===== config.mk =====
export PLATFORM = sky130hd
export DESIGN_NAME = axi_rd_arbiter
export DESIGN_NICKNAME = d
export VERILOG_FILES = /design/src/rtl/axi_rd_arbiter.sv
export SDC_FILE = /design/constraint.sdc
export NUM_CORES = 1
export LEC_CHECK = 0
export ABC_AREA = 0
export CAP_MARGIN = 20
export CORE_AREA = 2 2 88 90
export CTS_BUF_LIST = sky130_fd_sc_hd__clkbuf_2
export DETAILED_ROUTE_END_ITERATION = 10
export DIE_AREA = 0 0 90 92
export PLACE_DENSITY = 0.79
export SYNTH_ARGS = -nofsm -noshare
export SYNTH_HDL_FRONTEND = slang
export SYNTH_SLANG_ARGS = --single-unit

===== constraint.sdc =====
create_clock -name clk -period 2.7 [get_ports clk]
set_input_delay 0.675 -clock clk [delete_from_list [all_inputs] [get_ports clk]]
set_output_delay 0.675 -clock clk [all_outputs]
set_load 0.005 [all_outputs]

===== src/rtl/axi_rd_arbiter.sv =====
// Shares one AXI4 read channel between REQ_NUM requesters, with one burst outstanding at a time.
// Define AXI_RD_ARB_RR_EN for round-robin arbitration; the default is fixed priority (index 0 highest).
module axi_rd_arbiter #(
  parameter int REQ_NUM    = 2,
  parameter int ADDR_WIDTH = 32,
  parameter int DATA_WIDTH = 32,
  parameter int ID_WIDTH   = 4
) (
  input  logic                          clk,
  input  logic                          a_rst_n,
  input  logic [REQ_NUM-1:0]            s_ar_valid,
  input  logic [REQ_NUM*ADDR_WIDTH-1:0] s_ar_addr,
  input  logic [REQ_NUM*8-1:0]          s_ar_len,
  input  logic [REQ_NUM*3-1:0]          s_ar_size,
  input  logic [REQ_NUM*2-1:0]          s_ar_burst,
  output logic [REQ_NUM-1:0]            s_ar_ready,
  output logic [REQ_NUM-1:0]            s_r_valid,
  output logic [DATA_WIDTH-1:0]         s_r_data,
  output logic [1:0]                    s_r_resp,
  output logic                          s_r_last,
  input  logic [REQ_NUM-1:0]            s_r_ready,
  output logic                          m_ar_valid,
  input  logic                          m_ar_ready,
  output logic [ID_WIDTH-1:0]           m_ar_id,
  output logic [ADDR_WIDTH-1:0]         m_ar_addr,
  output logic [7:0]                    m_ar_len,
  output logic [2:0]                    m_ar_size,
  output logic [1:0]                    m_ar_burst,
  input  logic                          m_r_valid,
  output logic                          m_r_ready,
  input  logic [ID_WIDTH-1:0]           m_r_id,
  input  logic [DATA_WIDTH-1:0]         m_r_data,
  input  logic [1:0]                    m_r_resp,
  input  logic                          m_r_last,
  output logic                          busy_o,
  output logic                          err_o
);
  localparam int GW = (REQ_NUM > 1) ? $clog2(REQ_NUM) : 1;

  typedef enum logic [1:0] {IDLE, ADDR, DATA} state_t;

  state_t          state;
  logic [GW-1:0]   grant;
  logic [7:0]      beat_cnt;
  logic [7:0]      len_q;
  logic            err_q;
  logic            ar_hs;
  logic            r_hs;
  logic            r_bad;

  logic [ADDR_WIDTH-1:0] addr_a  [REQ_NUM];
  logic [7:0]            len_a   [REQ_NUM];
  logic [2:0]            size_a  [REQ_NUM];
  logic [1:0]            burst_a [REQ_NUM];

  for (genvar g = 0; g < REQ_NUM; g++) begin : g_unpack
    assign addr_a[g]  = s_ar_addr[g*ADDR_WIDTH +: ADDR_WIDTH];
    assign len_a[g]   = s_ar_len[g*8 +: 8];
    assign size_a[g]  = s_ar_size[g*3 +: 3];
    assign burst_a[g] = s_ar_burst[g*2 +: 2];
  end

`ifdef AXI_RD_ARB_RR_EN
  logic [GW-1:0] last_grant;

  // Walk from the farthest candidate to the nearest so the first set bit after last wins.
  function automatic logic [GW-1:0] pick(input logic [REQ_NUM-1:0] v, input logic [GW-1:0] last);
    logic [GW-1:0] w;
    logic [GW-1:0] idx;
    w = '0;
    for (int k = REQ_NUM; k >= 1; k--) begin
      idx = GW'((int'(last) + k) % REQ_NUM);
      if (v[idx]) w = idx;
    end
    return w;
  endfunction
`else
  function automatic logic [GW-1:0] pick(input logic [REQ_NUM-1:0] v);
    logic [GW-1:0] w;
    w = '0;
    for (int k = REQ_NUM - 1; k >= 0; k--) begin
      if (v[GW'(k)]) w = GW'(k);
    end
    return w;
  endfunction
`endif

  assign ar_hs  = (state == ADDR) && m_ar_ready;
  assign r_hs   = (state == DATA) && m_r_valid && s_r_ready[grant];
  assign r_bad  = (m_r_last && (beat_cnt != len_q)) ||
                  (!m_r_last && (beat_cnt == len_q)) ||
                  (m_r_id != ID_WIDTH'(grant));
  assign busy_o = (state != IDLE);
  assign err_o  = err_q;

  always_ff @(posedge clk or negedge a_rst_n) begin
    if (!a_rst_n) begin
      state    <= IDLE;
      grant    <= '0;
      beat_cnt <= '0;
      err_q    <= 1'b0;
`ifdef AXI_RD_ARB_RR_EN
      last_grant <= GW'(REQ_NUM - 1);
`endif
    end else begin
      case (state)
        IDLE: begin
          if (|s_ar_valid) begin
`ifdef AXI_RD_ARB_RR_EN
            grant <= pick(s_ar_valid, last_grant);
`else
            grant <= pick(s_ar_valid);
`endif
            state <= ADDR;
          end
        end
        ADDR: begin
          // A requester withdrawing its request is an error, but the burst still completes.
          if (!s_ar_valid[grant]) err_q <= 1'b1;
          if (m_ar_ready) begin
            beat_cnt <= '0;
            state    <= DATA;
          end
        end
        DATA: begin
          if (r_hs) begin
            beat_cnt <= beat_cnt + 8'd1;
            if (r_bad) err_q <= 1'b1;
            if (m_r_last) begin
              state <= IDLE;
`ifdef AXI_RD_ARB_RR_EN
              last_grant <= grant;
`endif
            end
          end
        end
        default: state <= IDLE;
      endcase
    end
  end

  always_ff @(posedge clk) begin
    if (ar_hs) len_q <= len_a[grant];
  end

  always_comb begin
    m_ar_valid = (state == ADDR);
    m_ar_id    = '0;
    m_ar_addr  = '0;
    m_ar_len   = '0;
    m_ar_size  = '0;
    m_ar_burst = '0;
    s_ar_ready = '0;
    s_r_valid  = '0;
    m_r_ready  = 1'b0;
    s_r_data   = '0;
    s_r_resp   = '0;
    s_r_last   = 1'b0;
    if (state == ADDR) begin
      m_ar_id           = ID_WIDTH'(grant);
      m_ar_addr         = addr_a[grant];
      m_ar_len          = len_a[grant];
      m_ar_size         = size_a[grant];
      m_ar_burst        = burst_a[grant];
      s_ar_ready[grant] = m_ar_ready;
    end
    if (state == DATA) begin
      s_r_valid[grant] = m_r_valid;
      m_r_ready        = s_r_ready[grant];
      s_r_data         = m_r_data;
      s_r_resp         = m_r_resp;
      s_r_last         = m_r_last;
    end
  end

endmodule


# Word level (Yosys, flattened, before mapping)
# Cells that the tools add are included.
[word_totals] inputBits=137 out_inout_bits=92 mem_count=0 wordCells=82 ramBits=0 latch_bits=0 romBits=0 reg_bits=20
[op_classes] mul=0 eq_ne=11 n_lt_le_gt_ge=3 n_mux=42 n_shift=0 reduce_logical=17 bitwise=3 div_mod_pow=0 n_addsub=1
[op_table] operator="$mux W32" n=5
[op_table] operator="$mux W8" n=6
[op_table] operator="$mux W2" n=11
[op_table] operator="$pmux W8 S2" n=1
[op_table] operator="$mux W1" n=12
[op_table] operator="$mux W3" n=4
[op_table] operator="$ne A2 B2 Y1 const B" n=5
[op_table] operator="$add A8 B1 Y8 const B" n=1
[op_table] operator="$eq A8 B8 Y1" n=1
[op_table] operator="$ne A8 B8 Y1" n=1
[op_table] operator="$reduce_and A4 Y1" n=2
[op_table] operator="$logic_and A1 B1 Y1" n=6
[op_table] operator="$pmux W2 S3" n=1
[op_table] operator="$and A2 B2 Y2" n=2
[op_table] operator="$ne A4 B1 Y1" n=1
[op_table] operator="$reduce_bool A2 Y1" n=2
[op_table] operator="$reduce_and A3 Y1" n=1
[op_table] operator="$eq A2 B1 Y1 const B" n=1
[op_table] operator="$eq A2 B2 Y1 const B" n=1
[op_table] operator="$ge A2 B2 Y1 const B" n=1
[op_table] operator="$logic_not A2 Y1" n=1
[op_table] operator="$logic_or A1 B1 Y1" n=2
[op_table] operator="$lt A1 B2 Y1 const B" n=1
[op_table] operator="$ne A2 B1 Y1 const B" n=1
[op_table] operator="7 further kinds" n=7

# Logic depth before layout (Yosys ltp)
[depth] word_depth=7 mapped_depth=5 depth_no_buf=5

# Worst setup path before layout
# No wires, ideal clock.
[synth_timing] path_type="input port to output port" startpoint="input m_ar_ready" endpoint="output s_ar_ready[0]" path_buffers=1 t_arrival_ps=1258 cell_stages=3 required_time_ps=2025 path_slack_ps=767 cell_sequence="nand3b_4 -> inv_1 -> buf_4"
[synth_via] elab_chain_len=2
[synth_lines] element="start: declaration" line="23" source="input logic m_ar_ready,"
[synth_lines] element="$and A2 B2 Y2 (no source line)"
[synth_lines] element="$mux W2" line="159" source="if (state == ADDR) begin"
[synth_lines] element="end: declaration" line="16" source="output logic [REQ_NUM-1:0] s_ar_ready,"
# No other way between the ends.

# Worst setup path after layout
# Same ends and word-level chain as after synthesis.

==> results.yml <==
status:
  status: "finished, final reports clean"
sta:
  drv_slew: 0
  finalHoldViolCount: 0
  period_share_pct: 96.18
  setup_viol: 0
  max_clock_freq_ghz: 0.3851
  setup_slack_ps: 103.2
  fin_skew_ps: 1.694
  fin_crit_ps: 2597
floorplanning:
  die_area_um2: 8280
  die_h_um: 92
  core-area_um2: 7447
  ios: 229
  row_count: 32
  start_util_pct: 20.88
  die_x_um: 90
run:
  max_cap_viol_count: 0
detailed_routing:
  drt_iter0_drc: 15
  drcViolationCount: 0
  route.detailed.vias_per_inst: 4.121
  ant_nets: 0
  vias: 1875
  wire_per_inst_um: 13.17
  firstDrtPassIters: 4
  routed_wl_mm: 5.993
critical_path:
  path_common_cell: "clkdlybuf4s50_1"
  critPathMaxFanout: 2
  critPathSlowestCell: "clkdlybuf4s50_1"
  worstPathCellList: "clkdlybuf4s50_1 > nand3b_4 > inv_1 > clkdlybuf4s50_1"
  crit_type: "input pin to output pin"
  cp-startpoint: "m_ar_ready"
  worstPathRequired_ps: 2030
  r2r-start: "state[0]"
  start_kind: "input pin"
  cp.arrival_ps: 1920
  end_kind: "output pin"
  critPathMaxStageDelay_ps: 540
synthesis:
  ys_seq_area_share_pct: 33.15
  syn_area_um2: 1555
  ys_seq_elements: 19
  synth_cell_type_count: 31
  synth_area_per_cell_um2: 8.837
  synthCells: 176
  yosysWarnings: 0
cts:
  clock_latency_ps: 290
  numCtsBuffers: 3
  cts-root-buf: "clkbuf_2"
  htree_levels: 1
  cts_tree: "done"
  cts_sinks: 19
  path_clk_slew_ps: 170
  clockBufferDepth: 2
final_layout:
  nets: 492
  layout_commonest_cell: "clkdlybuf4s50_1"
  post-route-util_pct: 46.57
  layout_common_cells: "clkdlybuf4s50_1 (176), and2_1 (82), xnor2_1 (11)"
  layout-drive-gt1-share_pct: 6.516
  fillCellCount: 718
  n_antenna_cell: 0
  syn_to_final_growth_pct: 123.0
grt:
  groute.usage.overall_pct: 13.52
  grt_max_degree: 47
  grt_pass1_vias: 1870
  antenna_found_initial: 0
  overflow: 0
  grt_pass1_wl_mm: 9.114
min_path:
  hold_class: "register to register"
  hp-start: "state[0]"
pwr:
  irDropWorstVdd_mv: 0.3035
  power_density_nw_per_um2: 570.3
  power_mw: 1.978
  leakagePower_nw: 1.337
placement:
  io_buffers: 176
  dp_hpwl_mm: 4.919
  pre_cts_ws_ps: 107.4
  gp_congestion: 0.8187
[layer usage]
layer	track usage (%)	vias to the layer above	part of all wire, %
met3	3.369	6	8.7
met1	14.73	839	38
met4	3.846	0	1.2
li1	-	911	-
met2	25.81	119	52
met5	0	-	0
[through the flow]
| step | TNS [ps] | cells | hold slack [ps] | area [µm²] |
|---|---|---|---|---|
| 2_1_floorplan | 0 | 181 | 379.4 | 1574 |
| 3_3_place_gp | 0 | 447 | 555.5 | 3413 |
| 3_5_place_dp | 0 | 447 | 565.9 | 3413 |
| 4_1_cts | 0 | 452 | 612.8 | 3443 |
| 5_1_grt | -0.6790 | 455 | 594.5 | 3468 |
| 6_report | 0 | 455 | 564.7 | 3468 |
[synthesized netlist by cell type (all sizes together)]
cell      n  area share [%]
nand3b    1             1.3
o21ai     1            0.32
o311a     1            0.64
o2111ai   1            0.56
nor3      1            0.32
xnor2    11             6.2
and2     82              33
clkbuf    5             1.2
nand4b    2             2.1
nor2      7             1.7
nand3     4             1.3
a211oi    4             2.9
xor2      3             1.7
and2b     1            0.64
inv       2            0.48
dfrtp    11              18
edfxtp    8              15
a211o     1            0.56
nand2     7             1.7
nor4      1            0.40
nor2b     1            0.40
and4b     1            0.64
or2       1            0.40
nand4     5             2.0
ha        1            0.80
buf      12             5.4
conb      1            0.24
[flip-flops by register name, summed over array words and instances (netlist names)]
name      count
beat_cnt      8
err_o         1
len_q         8
state         2
[worst paths after layout]
path | end | slack (ps) | cells past startpoint
worst max-delay path | s_ar_ready[0] | 100 | 4
worst min-delay path | state[0] | 560 | 1
worst max register to register | beat_cnt[3] | 1200 | 5
worst min register to register | state[0] | 560 | 1
max in group asynchronous | state[0] | 1660 | 1
min in group asynchronous | beat_cnt[0] | 680 | 1
[layout make-up]
type                            count  area (µm²)  share of cell area, %
Timing Repair Buffer              184        1834                  52.89
Multi-Input combinational cell    144       960.9                  27.71
Sequential cell                    19       518.0                  14.94
Tap cell                          102       127.6                  3.680
Clock buffer                        4       20.02                 0.5772
Inverter                            2       7.507                 0.2164
[power by group]
group / total, mW / internal, mW / leakage [nW] / switching [mW]
Combinational: 1.45 / 0.955 / 1.10 / 0.495
Sequential: 0.406 / 0.353 / 0.216 / 0.0534
Clock: 0.123 / 0.0393 / 0.0166 / 0.0834
[kinds of logic after synthesis]
kind of cell    share of synthesized area [%]
compound gates                          4.988
simple gates                            45.86
fa+ha+maj                              0.8044
other cells                            0.2411
xor+xnor                                7.884
buf+inv                                 7.080
flops                                   33.15
[critical path, delay by kind of cell]
family / cells / cell delay [ps]
buffers and inverters: 3 / 1140
AND/OR/NAND/NOR: 1 / 110
[repair_timing]
| item | CTS | global route |
|---|---|---|
| setup buffers | 0 | 3 |
| resized for setup | 2 | 2 |
| endpoints found under the hold margin | 0 | 0 |
| setup endpoints to repair | 29 | 58 |
| hold buffers | 0 | 0 |
| gates cloned | 1 | 0 |
| pin swaps | 0 | 0 |
No activity file was read; power rests on OpenSTA's default activity.
